===== config.mk =====
export PLATFORM = sky130hd
export DESIGN_NAME = ppl_elastic_buf
export DESIGN_NICKNAME = d
export VERILOG_FILES = /design/src/rtl/ppl_elastic_buf.sv
export SDC_FILE = /design/constraint.sdc
export NUM_CORES = 1
export LEC_CHECK = 0
export ABC_CLOCK_PERIOD_IN_PS = 18000
export CAP_MARGIN = 15
export CORE_MARGIN = 2
export CORE_UTILIZATION = 46
export DETAILED_ROUTE_END_ITERATION = 8
export GPL_TIMING_DRIVEN = 0
export PLACE_DENSITY = 0.86
export SETUP_SLACK_MARGIN = 0.2
export SYNTH_ARGS = -nofsm -noshare
export SYNTH_HDL_FRONTEND = slang
export SYNTH_SLANG_ARGS = --single-unit

===== constraint.sdc =====
create_clock -name clk -period 18 [get_ports clk]
set_input_delay 5.4 -clock clk [delete_from_list [all_inputs] [get_ports clk]]
set_output_delay 5.4 -clock clk [all_outputs]
set_load 0.05 [all_outputs]

===== src/rtl/ppl_elastic_buf.sv =====
// ppl_elastic_buf -- parametrised elastic pipeline buffer.
//
// Holds up to DEPTH stage payloads between two pipeline stages under a
// valid/ready handshake, replacing a stall-driven pipeline register. Each
// payload is a control field (forced to zero on the output whenever the head
// is invalid, and discarded by flush) plus a data field that flush never
// clears.
//
// Parameters:
//   CTRL_W  control field width
//   DATA_W  data field width
//   DEPTH   number of entries (>= 1, any value, not only powers of two)
//
// Ports:
//   clk          clock, all state updates on the rising edge
//   rst_n        synchronous active-low reset
//   flush        drop every held entry and any same-cycle input
//   in_valid     upstream payload valid
//   in_ready     buffer can accept (count < DEPTH), derived from state only
//   in_ctrl      upstream control field
//   in_data      upstream data field
//   out_valid    head entry valid (count != 0)
//   out_ready    downstream accepts head
//   out_ctrl     head control field, zero when out_valid = 0
//   out_data     head data field, last value written to the head slot
//   stall_cnt    cycles with in_valid & !in_ready   (PPL_ELASTIC_BUF_PERF_EN only)
//   bubble_cnt   cycles with out_ready & !out_valid (PPL_ELASTIC_BUF_PERF_EN only)
//   count        occupied entries
//
// Build option: define PPL_ELASTIC_BUF_PERF_EN to add the two performance
// counters. They are cleared only by reset, ignore flush and wrap at 2^32.

module ppl_elastic_buf #(
  parameter int CTRL_W = 24,
  parameter int DATA_W = 128,
  parameter int DEPTH  = 2
) (
  input  logic                       clk,
  input  logic                       rst_n,
  input  logic                       flush,
  input  logic                       in_valid,
  output logic                       in_ready,
  input  logic [CTRL_W-1:0]          in_ctrl,
  input  logic [DATA_W-1:0]          in_data,
  output logic                       out_valid,
  input  logic                       out_ready,
  output logic [CTRL_W-1:0]          out_ctrl,
  output logic [DATA_W-1:0]          out_data,
`ifdef PPL_ELASTIC_BUF_PERF_EN
  output logic [31:0]                stall_cnt,
  output logic [31:0]                bubble_cnt,
`endif
  output logic [$clog2(DEPTH+1)-1:0] count
);

  localparam int CNT_W = $clog2(DEPTH + 1);
  // A single-entry buffer still needs a 1-bit pointer to stay legal.
  localparam int PTR_W = (DEPTH > 1) ? $clog2(DEPTH) : 1;
  localparam logic [PTR_W-1:0] LAST_PTR = PTR_W'(DEPTH - 1);
  localparam logic [CNT_W-1:0] FULL_CNT = CNT_W'(DEPTH);

  logic [CTRL_W-1:0] ctrl_mem [DEPTH];
  logic [DATA_W-1:0] data_mem [DEPTH];
  logic [PTR_W-1:0]  wr_ptr;
  logic [PTR_W-1:0]  rd_ptr;
  logic              push;
  logic              pop;

  // Pointers wrap explicitly so DEPTH need not be a power of two.
  function automatic logic [PTR_W-1:0] ptr_inc(input logic [PTR_W-1:0] p);
    return (p == LAST_PTR) ? '0 : p + 1'b1;
  endfunction

  // Both handshake flags depend on registered count only, so there is no
  // combinational path from out_ready to in_ready or from in_* to out_*.
  assign in_ready  = (count < FULL_CNT);
  assign out_valid = (count != '0);

  // Flush outranks both sides of the handshake.
  assign push = in_valid  & in_ready  & ~flush;
  assign pop  = out_valid & out_ready & ~flush;

  // NOTE: sequential state uses non-blocking assignments so every register
  // samples the pre-edge values regardless of statement order.
  always_ff @(posedge clk) begin
    if (!rst_n) begin
      wr_ptr <= '0;
      rd_ptr <= '0;
      count  <= '0;
    end else if (flush) begin
      wr_ptr <= '0;
      rd_ptr <= '0;
      count  <= '0;
    end else begin
      if (push) wr_ptr <= ptr_inc(wr_ptr);
      if (pop)  rd_ptr <= ptr_inc(rd_ptr);
      unique case ({push, pop})
        2'b10:   count <= count + 1'b1;
        2'b01:   count <= count - 1'b1;
        default: count <= count;
      endcase
    end
  end

  // NOTE: the storage array is reset on purpose so out_data reads zero after
  // reset; flush leaves the stored words untouched.
  always_ff @(posedge clk) begin
    if (!rst_n) begin
      for (int i = 0; i < DEPTH; i++) begin
        ctrl_mem[i] <= '0;
        data_mem[i] <= '0;
      end
    end else if (push) begin
      ctrl_mem[wr_ptr] <= in_ctrl;
      data_mem[wr_ptr] <= in_data;
    end
  end

  assign out_ctrl = out_valid ? ctrl_mem[rd_ptr] : '0;
  assign out_data = data_mem[rd_ptr];

`ifdef PPL_ELASTIC_BUF_PERF_EN
  always_ff @(posedge clk) begin
    if (!rst_n) begin
      stall_cnt  <= '0;
      bubble_cnt <= '0;
    end else begin
      if (in_valid & ~in_ready)   stall_cnt  <= stall_cnt + 32'd1;
      if (out_ready & ~out_valid) bubble_cnt <= bubble_cnt + 32'd1;
    end
  end
`endif

endmodule


After elaboration in Yosys (flattened, before gate mapping)
Memory sizes are Yosys's and may differ from the RTL's. A register that Yosys moved wholly into a read port is not among the register bits.
Cells that the tools add are included.
- bitwise gates (word level): 6
- $add $sub $neg: 4
- multiplexer cells: 18
- reduce and logical (&&, ||, !) cells: 5
- eq/ne operators: 2
- order comparisons: 1
- operators with widths (kind ; number):
    128-bit 2-to-1 mux ; 1
    128-bit OR reduction ; 1
    24-bit 2-to-1 mux ; 2
    24-bit OR reduction ; 1
    1-bit 2-to-1 mux ; 14
    1-bit AND ; 4
    2-bit case mux with 2 select lines ; 1
    2-bit nonzero test ; 2
    1-bit adder, second input constant ; 2
    2-bit by 1-bit adder with 2-bit output, second input constant ; 1
    2-bit by 1-bit == test with 1-bit output, second input constant ; 1
    2-bit == test, second input constant ; 1
    2-bit < comparator, second input constant ; 1
    1-bit NOT ; 2
    2-bit OR reduction ; 1
    2-bit by 1-bit subtractor with 2-bit output, second input constant ; 1
- memories: 2
- output and inout bits: 156
- bits in registers: 4
- memory bits (writable): 304
- input bits: 157
- logic and storage cells: 41
- memories (memory ; depth ; width ; rd ports ; clocked after Yosys merged registers in ; write ports ; RTL line ; RTL):
    data_mem ; 2 ; 128 ; 1 ; 1 ; 2 ; 63 ; logic [DATA_W-1:0] data_mem [DEPTH];
    ctrl_mem ; 2 ; 24 ; 1 ; 1 ; 2 ; 62 ; logic [CTRL_W-1:0] ctrl_mem [DEPTH];

Depth between registers and ports, before layout
- depth after elaboration: 8
- depth in mapped cells: 7
- gate-level depth less buffers: 6

Least setup slack after synthesis
Ideal clock, no wire load.
- path kind: input-to-reg
- start: in flush
- end: mem ctrl_mem[0][0], enable pin
- arrival: 16588 ps
- setup slack: 527 ps
- cell stages on the path: 3
- required time: 17115 ps
- path buffers: 0
- library setup time: 885 ps
- cell sequence: inv_2 > nand2_1 > o31ai_1
- RTL lines (item ; RTL line ; RTL):
    from (decl) ; 40 ; input logic flush,
    to (decl) ; 62 ;

==> reports/metrics.json <==
{
  "status": "finished clean",
  "path_class": "register to primary output",
  "die_w_um": 176,
  "cts_hold_repair.buffers": 0,
  "wl_cell_um": 21.0,
  "clock-sinks": 309,
  "grt_pass1_wl_um": 53500,
  "whs_ns": 0.550,
  "design.die.area_sq_um": 31000,
  "syn_area_per_cell_sq_um": 15.0,
  "layout.area.seq_sq_um": 9230,
  "post_cts.repair.setup_buffers": 0,
  "grt_setup_unrepaired": "no",
  "final_net_count": 1426,
  "core_area_sq_um": 28900,
  "finalWorstPathRequiredPeriod_ns": 8.21,
  "syn-cell-area_sq_um": 13600,
  "max-clock-path-buffers": 3,
  "end_kind": "primary output",
  "drc": 0,
  "power_density_nw_per_um2": 95.5,
  "io_buffer_count": 312,
  "floorplan.initialDensity_pct": 47.0,
  "place_area_sq_um": 17600,
  "tritoncts.num_buffers": 34,
  "cp.arrival_ns": 2.81,
  "leftover_overflow_at_the_end_of_global_routing": 0,
  "gp_congestion": 0.801,
  "dp_hpwl_um": 24700,
  "n_fill_cell": 1995,
  "report.power.total_mw": 1.79,
  "required_ns": 12.60,
  "chipHeight_um": 176,
  "tritoncts": "done",
  "leakage_nw": 8.00,
  "drtPass1Iterations": 8,
  "first_iter_violations": 863,
  "grt_antenna_before_repair": 1,
  "layout_skew_ns": 0.00535,
  "totalNegativeSetupSlack_ns": 0,
  "timing.final.crit_share_pct": 45.6,
  "instances_no_fill": 1677,
  "detail-route-antenna-nets": 0,
  "postSynthRegisterBits": 309,
  "track_usage_pct": 22.3,
  "slew_headroom_pct": 45.9,
  "placed_cells_incl_taps": 1616,
  "setup_ws_final_ns": 9.79,
  "setup_viol": 0,
  "multi_input_comb_area_sq_um": 3850,
  "final_instance_area_sq_um": 18700,
  "netlist-cell-type-count": 26,
  "dp_slack_ns": 10.04,
  "final_util_pct": 64.6,
  "min_path_type": "register to register",
  "yosys_warnings": 0,
  "grt_pass1_vias": 9681,
  "report.final.slew_viol_count": 0,
  "cts_htree_levels": 2,
  "maxCapViolCount": 0,
  "cts_resized": 0,
  "drt-total-wl_um": 35300,
  "syn_nets": 1062,
  "seq_area_frac_synth_pct": 67.9,
  "clk_pin_slew_worst_paths_ns": 0.06,
  "achievable-frequency_mhz": 122,
  "syn_to_final_growth_pct": 37.5,
  "row_count": 62,
  "vias_per_cell": 5.49,
  "cts-root-buf": "sky130_fd_sc_hd__clkbuf_16",
  "grt_max_degree": 27,
  "ios": 313,
  "critical_path_peak_fanout": 10,
  "clock_latency_ns": 0.49,
  "synthesized_instance_count": 904,
  "tightestPinTransition_ns": 0.811,
  "hold_violations": 0,
  "layout-drive-gt1-share_pct": 21.1,
  "cp-start-kind": "register",
  "vdd.ir_drop.worst_mv": 0.0528,
  "routed-via-count": 9210
}
==> critical path, stage by stage (launching register included) <==
cell                              delay [ns]
sky130_fd_sc_hd__dfxtp_1                0.30
sky130_fd_sc_hd__buf_2                  0.24
sky130_fd_sc_hd__buf_2                  0.35
sky130_fd_sc_hd__buf_4                  0.29
sky130_fd_sc_hd__mux2i_1                0.34
sky130_fd_sc_hd__nor2_1                 0.08
sky130_fd_sc_hd__clkdlybuf4s50_1        0.71
==> placed cells by master (no fill, tap or decap) <==
cell	count
sky130_fd_sc_hd__nand3_1	1
sky130_fd_sc_hd__buf_16	8
sky130_fd_sc_hd__nor2b_1	1
sky130_fd_sc_hd__o21ai_4	1
sky130_fd_sc_hd__clkbuf_2	26
sky130_fd_sc_hd__ha_1	1
sky130_fd_sc_hd__inv_1	2
sky130_fd_sc_hd__nor2_4	1
sky130_fd_sc_hd__clkinv_1	5
sky130_fd_sc_hd__buf_6	12
sky130_fd_sc_hd__clkinvlp_4	1
sky130_fd_sc_hd__xnor2_1	2
sky130_fd_sc_hd__nor2_1	30
sky130_fd_sc_hd__edfxtp_1	304
sky130_fd_sc_hd__inv_2	1
sky130_fd_sc_hd__clkdlybuf4s50_1	312
sky130_fd_sc_hd__clkinv_2	5
sky130_fd_sc_hd__o21ai_0	2
sky130_fd_sc_hd__a21oi_1	1
sky130_fd_sc_hd__nor2b_2	1
sky130_fd_sc_hd__clkbuf_16	37
sky130_fd_sc_hd__or3_1	1
sky130_fd_sc_hd__o31ai_4	1
sky130_fd_sc_hd__nand2_1	3
sky130_fd_sc_hd__bufinv_16	3
sky130_fd_sc_hd__buf_4	9
sky130_fd_sc_hd__clkbuf_1	18
sky130_fd_sc_hd__and3_1	305
sky130_fd_sc_hd__mux2i_1	24
sky130_fd_sc_hd__buf_12	5
sky130_fd_sc_hd__buf_2	28
sky130_fd_sc_hd__diode_2	1
sky130_fd_sc_hd__mux2_2	128
sky130_fd_sc_hd__clkinv_4	2
sky130_fd_sc_hd__dfxtp_1	5
sky130_fd_sc_hd__buf_8	4
sky130_fd_sc_hd__xor2_1	2
==> worst paths after layout <==
kind / start / end / slack (ns) / depth (start not counted)
setup / recovery: register / out_ctrl[20] / 9.79 / 6
hold / removal: rd_ptr / register / 0.55 / 2
setup reg to reg: count[1] / data_mem[0][58] / 15.66 / 6
hold reg to reg: rd_ptr / register / 0.55 / 2
==> cell usage after synthesis <==
library cell,number,area [sq um]
sky130_fd_sc_hd__edfxtp_1,304,9130
sky130_fd_sc_hd__o31ai_1,1,7.51
sky130_fd_sc_hd__buf_4,9,67.6
sky130_fd_sc_hd__nor2_4,1,11.3
sky130_fd_sc_hd__mux2_2,128,1440
sky130_fd_sc_hd__buf_6,12,135
sky130_fd_sc_hd__buf_12,1,20.0
sky130_fd_sc_hd__xor2_1,2,17.5
sky130_fd_sc_hd__xnor2_1,2,17.5
sky130_fd_sc_hd__nand2_1,3,11.3
sky130_fd_sc_hd__clkbuf_2,26,130
sky130_fd_sc_hd__dfxtp_1,5,100
sky130_fd_sc_hd__or3_1,1,6.26
sky130_fd_sc_hd__buf_2,28,140
sky130_fd_sc_hd__ha_1,1,12.5
sky130_fd_sc_hd__clkbuf_1,11,41.3
sky130_fd_sc_hd__nor2b_1,1,6.26
sky130_fd_sc_hd__mux2i_1,24,240
sky130_fd_sc_hd__nor2_1,30,113
sky130_fd_sc_hd__o21ai_0,3,15.0
sky130_fd_sc_hd__and3_1,305,1910
sky130_fd_sc_hd__a21oi_1,1,5.00
sky130_fd_sc_hd__inv_2,1,3.75
sky130_fd_sc_hd__nor2b_2,1,8.76
sky130_fd_sc_hd__inv_1,2,7.51
sky130_fd_sc_hd__nand3_1,1,5.00
==> kinds of logic after synthesis <==
| kind of cell | share of synthesized area (%) |
|---|---|
| compound gates | 0.202 |
| xor+xnor | 0.258 |
| fa+ha+maj | 0.0920 |
| buf+inv | 4.01 |
| flops | 67.9 |
| mux | 12.4 |
| simple gates | 15.2 |
==> flip-flops by register name (all words and copies together), names as in the netlist, named ones only <==
| register | cells |
|---|---|
| ctrl_mem | 48 |
| count | 2 |
| wr_ptr | 1 |
| rd_ptr | 1 |
| data_mem | 256 |
==> per-layer routing <==
| layer | track usage, % | wire length (um) |
|---|---|---|
| met1 | 27.9 | 13600 |
| met2 | 38.3 | 17600 |
| met3 | 5.45 | 3050 |
| met4 | 7.44 | 1130 |
| met5 | 0 | 0 |
==> report_power, final <==
part,switching (mW),internal [mW],total [mW],leakage (nW)
sequential,0.00963,0.830,0.839,3.24
clock,0.272,0.417,0.689,0.542
combinational,0.153,0.105,0.258,4.22
total,0.434,1.35,1.79,8.00
==> layout make-up <==
cell class / instances / share of cell area [%]
antenna: 1 / 0.0134
buffer: 87 / 2.86
clock buffer: 44 / 5.09
clock inverter: 16 / 0.850
inverter: 3 / 0.0602
multi-input combinational: 505 / 20.6
sequential: 309 / 49.3
tap: 384 / 2.57
timing repair buffer: 328 / 18.6
Note: power is estimated with default switching activity, not from simulation.
